$ cat src/rtl/sdp_bram_fifo_ctrl.sv
`default_nettype none
// ============================================================================
// Module   : sdp_bram_fifo_ctrl
// Brief    : Synchronous FIFO controller for an external simple-dual-port
//            BRAM. Generates the RAM write/read ports, tracks occupancy and
//            hides the 1-cycle BRAM read latency with a 2-entry registered
//            prefetch buffer. Capacity is DEPTH + 2 words.
//            Optional macro SDP_FIFO_WATERMARK_EN enables registered
//            almost_full / almost_empty flags.
// Revision : 1.0 - initial release
// ============================================================================
module sdp_bram_fifo_ctrl #(
  parameter int ADDR_WIDTH    = 11,
  parameter int DATA_WIDTH    = 32,
  parameter int AFULL_THRESH  = (1 << ADDR_WIDTH) - 4,
  parameter int AEMPTY_THRESH = 4
) (
  input  logic                  clk,
  input  logic                  rst_n,
  input  logic                  flush,
  input  logic                  s_valid,
  output logic                  s_ready,
  input  logic [DATA_WIDTH-1:0] s_data,
  output logic                  m_valid,
  input  logic                  m_ready,
  output logic [DATA_WIDTH-1:0] m_data,
  output logic [ADDR_WIDTH+1:0] level,
  output logic                  almost_full,
  output logic                  almost_empty,
  output logic                  ram_ena,
  output logic                  ram_wea,
  output logic [ADDR_WIDTH-1:0] ram_addra,
  output logic [DATA_WIDTH-1:0] ram_dina,
  output logic                  ram_enb,
  output logic [ADDR_WIDTH-1:0] ram_addrb,
  input  logic [DATA_WIDTH-1:0] ram_doutb
);

  // Pointers carry one extra wrap bit so full and empty are distinguishable.
  logic [ADDR_WIDTH:0]   r_wr_ptr;
  logic [ADDR_WIDTH:0]   r_rd_ptr;
  logic [ADDR_WIDTH:0]   r_ram_cnt;
  logic                  r_inflight;
  logic [1:0]            r_buf_cnt;
  logic [DATA_WIDTH-1:0] r_buf0;
  logic [DATA_WIDTH-1:0] r_buf1;
  logic [ADDR_WIDTH+1:0] r_level;

  logic                  w_full;
  logic                  w_push;
  logic                  w_pop;
  logic                  w_rd_issue;
  logic [2:0]            w_occ;
  logic [ADDR_WIDTH:0]   w_ram_cnt_n;
  logic [1:0]            w_buf_cnt_n;
  logic [DATA_WIDTH-1:0] w_buf0_n;
  logic [DATA_WIDTH-1:0] w_buf1_n;
  logic [ADDR_WIDTH+1:0] w_level_n;

  // Full when wrap bits differ and address bits match; purely registered state.
  assign w_full  = (r_wr_ptr[ADDR_WIDTH] != r_rd_ptr[ADDR_WIDTH]) &&
                   (r_wr_ptr[ADDR_WIDTH-1:0] == r_rd_ptr[ADDR_WIDTH-1:0]);
  assign s_ready = ~w_full;

  assign m_valid = (r_buf_cnt != 2'd0);
  assign m_data  = r_buf0;
  assign level   = r_level;

  assign w_push = s_valid & s_ready & ~flush;
  assign w_pop  = m_valid & m_ready;

  // Words that will sit in the buffer (held + arriving) once this cycle's pop
  // is taken; a new read is only issued if it is guaranteed a free slot.
  assign w_occ      = {1'b0, r_buf_cnt} + {2'b00, r_inflight} - {2'b00, w_pop};
  assign w_rd_issue = (r_ram_cnt != '0) & (w_occ < 3'd2) & ~flush;

  assign ram_ena   = w_push;
  assign ram_wea   = w_push;
  assign ram_addra = r_wr_ptr[ADDR_WIDTH-1:0];
  assign ram_dina  = s_data;
  assign ram_enb   = w_rd_issue;
  assign ram_addrb = r_rd_ptr[ADDR_WIDTH-1:0];

  assign w_ram_cnt_n = r_ram_cnt + (ADDR_WIDTH+1)'(w_push) - (ADDR_WIDTH+1)'(w_rd_issue);

  // Prefetch buffer next state: shift out on pop, then append captured word.
  always_comb begin
    w_buf0_n    = r_buf0;
    w_buf1_n    = r_buf1;
    w_buf_cnt_n = r_buf_cnt;
    if (w_pop) begin
      w_buf0_n    = r_buf1;
      w_buf_cnt_n = r_buf_cnt - 2'd1;
    end
    if (r_inflight) begin
      if (w_buf_cnt_n == 2'd0) begin
        w_buf0_n = ram_doutb;
      end else begin
        w_buf1_n = ram_doutb;
      end
      w_buf_cnt_n = w_buf_cnt_n + 2'd1;
    end
  end

  // Total occupancy after this edge; a flush empties everything.
  assign w_level_n = flush ? '0 :
                     ((ADDR_WIDTH+2)'(w_ram_cnt_n) +
                      (ADDR_WIDTH+2)'(w_rd_issue) +
                      (ADDR_WIDTH+2)'(w_buf_cnt_n));

  // Pointer, counter and prefetch-buffer state; flush restores reset values.
  always_ff @(posedge clk or negedge rst_n) begin
    if (!rst_n) begin
      r_wr_ptr   <= '0;
      r_rd_ptr   <= '0;
      r_ram_cnt  <= '0;
      r_inflight <= 1'b0;
      r_buf_cnt  <= 2'd0;
      r_buf0     <= '0;
      r_buf1     <= '0;
      r_level    <= '0;
    end else if (flush) begin
      r_wr_ptr   <= '0;
      r_rd_ptr   <= '0;
      r_ram_cnt  <= '0;
      r_inflight <= 1'b0;
      r_buf_cnt  <= 2'd0;
      r_buf0     <= '0;
      r_buf1     <= '0;
      r_level    <= '0;
    end else begin
      r_wr_ptr   <= r_wr_ptr + (ADDR_WIDTH+1)'(w_push);
      r_rd_ptr   <= r_rd_ptr + (ADDR_WIDTH+1)'(w_rd_issue);
      r_ram_cnt  <= w_ram_cnt_n;
      r_inflight <= w_rd_issue;
      r_buf_cnt  <= w_buf_cnt_n;
      r_buf0     <= w_buf0_n;
      r_buf1     <= w_buf1_n;
      r_level    <= w_level_n;
    end
  end

`ifdef SDP_FIFO_WATERMARK_EN
  localparam logic [ADDR_WIDTH+1:0] c_afull  = AFULL_THRESH[ADDR_WIDTH+1:0];
  localparam logic [ADDR_WIDTH+1:0] c_aempty = AEMPTY_THRESH[ADDR_WIDTH+1:0];

  logic r_almost_full;
  logic r_almost_empty;

  // Watermark flags track the same next-level value that loads r_level.
  always_ff @(posedge clk or negedge rst_n) begin
    if (!rst_n) begin
      r_almost_full  <= 1'b0;
      r_almost_empty <= 1'b0;
    end else begin
      r_almost_full  <= (w_level_n >= c_afull);
      r_almost_empty <= (w_level_n <= c_aempty);
    end
  end

  assign almost_full  = r_almost_full;
  assign almost_empty = r_almost_empty;
`else
  assign almost_full  = 1'b0;
  assign almost_empty = 1'b0;
`endif

endmodule
`default_nettype wire

$ cat config.mk
export PLATFORM = sky130hd
export DESIGN_NAME = sdp_bram_fifo_ctrl
export DESIGN_NICKNAME = d
export VERILOG_FILES = /design/src/rtl/sdp_bram_fifo_ctrl.sv
export SDC_FILE = /design/constraint.sdc
export NUM_CORES = 1
export LEC_CHECK = 0
export ABC_CLOCK_PERIOD_IN_PS = 6700
export BUFFER_PORTS_ARGS = -buffer_cell sky130_fd_sc_hd__buf_2
export CAP_MARGIN = 20
export CORE_MARGIN = 2
export CORE_UTILIZATION = 40
export CTS_BUF_LIST = sky130_fd_sc_hd__clkbuf_4 sky130_fd_sc_hd__clkbuf_8
export DETAILED_ROUTE_END_ITERATION = 8
export HOLD_SLACK_MARGIN = 0.1
export PLACE_DENSITY_LB_ADDON = 0.3
export REMOVE_ABC_BUFFERS = 1
export SYNTH_ARGS = -nofsm -noshare
export SYNTH_HDL_FRONTEND = slang
export SYNTH_SLANG_ARGS = --single-unit
$ cat constraint.sdc
create_clock -name clk -period 6.7 [get_ports clk]
set_input_delay 0.335 -clock clk [delete_from_list [all_inputs] [get_ports clk]]
set_output_delay 0.335 -clock clk [all_outputs]
set_load 0.02 [all_outputs]
==> impl_metrics.toml <==
[run_status]
outcome = "complete, no violations"

[cells_and_area]
areaGrowthSynthToFinish_pct = 14.18
final_area_mm2 = 0.007134
fin_nets = 744
nFillCells = 1420
diodes = 0
layout-drive-gt1-share = 0.2462

[logic_synthesis]
ys_top_cells_by_area = "dfrtp_1, buf_4, ha_1"
syn_inst = 593
ys_seq_area_frac = 0.4646
synth_ff_type = "dfrtp_1"
synth_edf_count = 0
async_reset_ff_frac = 1.000
synth_top_cell_by_area = "dfrtp_1"
yosysUniqueCellTypes = 50
postSynthRegisterBits = 116
syn_area_per_cell_um2 = 10.54
yosys.area.top_type_share = 0.4646
yosysWarnings = 0
syn_area_mm2 = 0.006248

[sta]
setup_viol = 0
slew_violations = 0
relSlewSlack = 0.3482
timing.hold.ws_ns = 0.1292
fin_setup_tns_ns = 0
finalHoldViolCount = 0
post-route-min-period_ns = 4.876
max_freq_mhz = 205.1
worst_pin_slew_ns = 0.9777
clock_skew_ns = 0.01298
rsz0062_at_grt = "false"
period_share = 0.7277

[routing]
drc = 0
drt-total-wl_mm = 15.33
routedWlPerCell_um = 17.64
viasPerCell = 5.232
first_pass_iters = 6
drt_iter0_drc = 300
dr_total_vias = 4547
final_antenna_net_count = 0

[setup_path]
critPathMaxFanout = 6
endpoint_kind = "flop"
critPathMaxStageDelay_ns = 0.43
start_kind = "flop"
critical_path_class = "flop to flop"
path_buf_inv = 7
crit_slowest_cell = "dfrtp_1"
crit_chain = "inv_1 > ha_1 > inv_1 > nand2_2 > inv_1 > ha_1 > inv_1 > ha_1 > inv_1 > fa_1 > xor2_1 > nor4b_1 > buf_4 > ha_1 > inv_1 > ha_1 > fa_1 > a21oi_1 > o221ai_4 > o31ai_1 > xor2_1 > nor2_1 > a31o_2 > a21oi_1"
crit_family = "adder cells"
crit_top_cell = "inv_1"
worstPathRequired_ns = 7.05
arrival_ns = 5.23

[clock_network]
cts_root_buf = "clkbuf_8"
cts.path.max_buffers = 2
clk-insertion-delay-late_ns = 0.44
clk_pin_slew_ns = 0.07
clock_sinks = 116
cts_max_level = 4
cts_made_buffers = 17
cts_tree = "yes"

[global_route]
grt_pass1_wl_mm = 24.36
groute.usage.overall = 0.1885
grt_max_degree = 85
grt-ovfl-total = 0
grt_pass1_vias = 4609
antenna_found_initial = 0

[pwr]
p_leak_nw = 3.749
peakVddDrop_mv = 0.3263
powerDensity_mw_per_mm2 = 526.9

[worst_hold_path]
hp-class = "primary input to flop"

[placement]
hpwlAfterDp_mm = 10.28
io_buffers = 108
place_area_mm2 = 0.006578
place_congestion = 0.8511

[floorplan]
core.rowCount = 45
core-area_mm2 = 0.01526
io_pins = 175
die_area_mm2 = 0.01664
chipWidth_um = 129.0
start_util = 0.4095
die_y_um = 129.0

[flow_run]
cap_violations = 0
[layout make-up]
cell class                 count  area (um2)  share of cell area
sequential                   116        2903              0.4069
timing repair buffer         117       635.6             0.08909
clock buffer                  22       284.0             0.03981
tap                          211       264.0             0.03700
multi-input combinational    364        2714              0.3804
inverter                      29       108.9             0.01526
clock inverter                10       225.2             0.03157
[layer usage]
metal / GRT usage / share of wire
met3: 0.07734 / 0.078
met1: 0.2420 / 0.43
met4: 0.05499 / 0.013
met2: 0.2910 / 0.47
met5: 0.02941 / 0.0019
[power by group]
group | internal, mW | total (mW) | switching [mW] | leakage [nW]
sequential | 0.898 | 1.00 | 0.107 | 1.57
combinational | 0.750 | 1.92 | 1.17 | 1.92
clock | 0.549 | 0.836 | 0.287 | 0.261
[synth_stat cells (3+ instances only)]
master and number:
ha_1 26, nor2_1 76, nand2b_1 4, fa_1 4, nor2b_1 8, nand4_1 6, and3_1 8, xnor2_1 12
a211oi_1 35, xor2_1 30, a21oi_1 17, nand2_1 13, inv_1 29, buf_4 57, o21ai_0 5, and2_1 4
a22o_1 32, nor3_1 3, mux2i_1 32, nor4_1 3, or3_1 4, clkbuf_1 26, nand3_1 14, dfrtp_1 116
[flip-flops by register name (all words and copies together) (netlist names)]
register	cells
level	13
m_data	32
r_buf1	32
r_buf_cnt	2
r_inflight	1
r_ram_cnt	12
r_rd_ptr	12
r_wr_ptr	12
[path summary, 6_finish.rpt]
kind                                     from           to  slack, ns  cells past startpoint
worst max-delay path             r_buf_cnt[1]    level[11]       1.82                     24
worst min-delay path            ram_doutb[20]   r_buf1[20]       0.13                      2
worst max register to register   r_buf_cnt[1]    level[11]       1.82                     24
worst min register to register     r_buf1[20]   r_buf1[20]       0.50                      1
max in group asynchronous               rst_n  r_wr_ptr[8]       4.95                      3
min in group asynchronous               rst_n    r_buf1[9]       0.49                      2
[cells in the final DEF (no fill, tap or decap), types with 3 or more instances in the layout]
| cell | n |
|---|---|
| and3_1 | 8 |
| fa_1 | 4 |
| xor2_1 | 30 |
| buf_2 | 107 |
| dfrtp_1 | 116 |
| bufinv_16 | 7 |
| a22o_1 | 32 |
| inv_1 | 29 |
| nand2_1 | 11 |
| nor3_1 | 3 |
| ha_1 | 26 |
| nand2b_1 | 4 |
| or3_1 | 4 |
| mux2i_1 | 32 |
| buf_4 | 7 |
| clkbuf_4 | 3 |
| nor4_1 | 3 |
| nor2_1 | 76 |
| nand3_1 | 14 |
| o21ai_0 | 5 |
| nand4_1 | 6 |
| a21oi_1 | 16 |
| clkinv_2 | 3 |
| a211oi_1 | 35 |
| and2_1 | 4 |
| nor2b_1 | 8 |
| xnor2_1 | 12 |
| clkbuf_8 | 19 |
[metrics by stage]
| stage | total power [mW] | util | setup slack [ns] | cells |
|---|---|---|---|---|
| floorplan | 2.390 | - | 0.1418 | 509 |
| CTS | 3.772 | 0.4658 | 1.780 | 868 |
| detailed placement | 2.917 | 0.4311 | 1.797 | 834 |
| finish | 3.759 | 0.4676 | 1.824 | 869 |
| global placement | 2.857 | 0.4311 | 2.026 | 834 |
| global route | 4.043 | 0.4676 | 1.370 | 869 |
[worst reg2reg max path: cells and delay by family, from the launching register on]
family                   cells  cell delay (ns)
adder cells (fa/ha/maj)      7             1.67
AO/OA/AOI/OAI                5             1.10
buffers and inverters        7             0.55
XOR/XNOR                     2             0.54
AND/OR/NAND/NOR              3             0.52
flip-flops                   1             0.43
[cells by family (layout without fill, tap and decap cells)]
logic type / Yosys count / after routing / synth area share
xor gates and xnor gates: 44 / 44 / 0.06408
other: 1 / 2 / 0.0006001
buffers and inverters: 114 / 178 / 0.1039
and+or+nand+nor: 152 / 152 / 0.1197
AOI/OAI and AO/OA: 104 / 104 / 0.1310
muxes: 32 / 32 / 0.05126
adders and majority gates: 30 / 30 / 0.06488
DFF: 116 / 116 / 0.4646
[timing repair]
item / CTS / global route
hold buffers: 2 / 0
endpoints found under the hold margin: 57 / 0
setup endpoints to repair: 0 / 0
setup buffers: 0 / 0
resized for setup: 0 / 0
(Power assumes the default switching activity.)
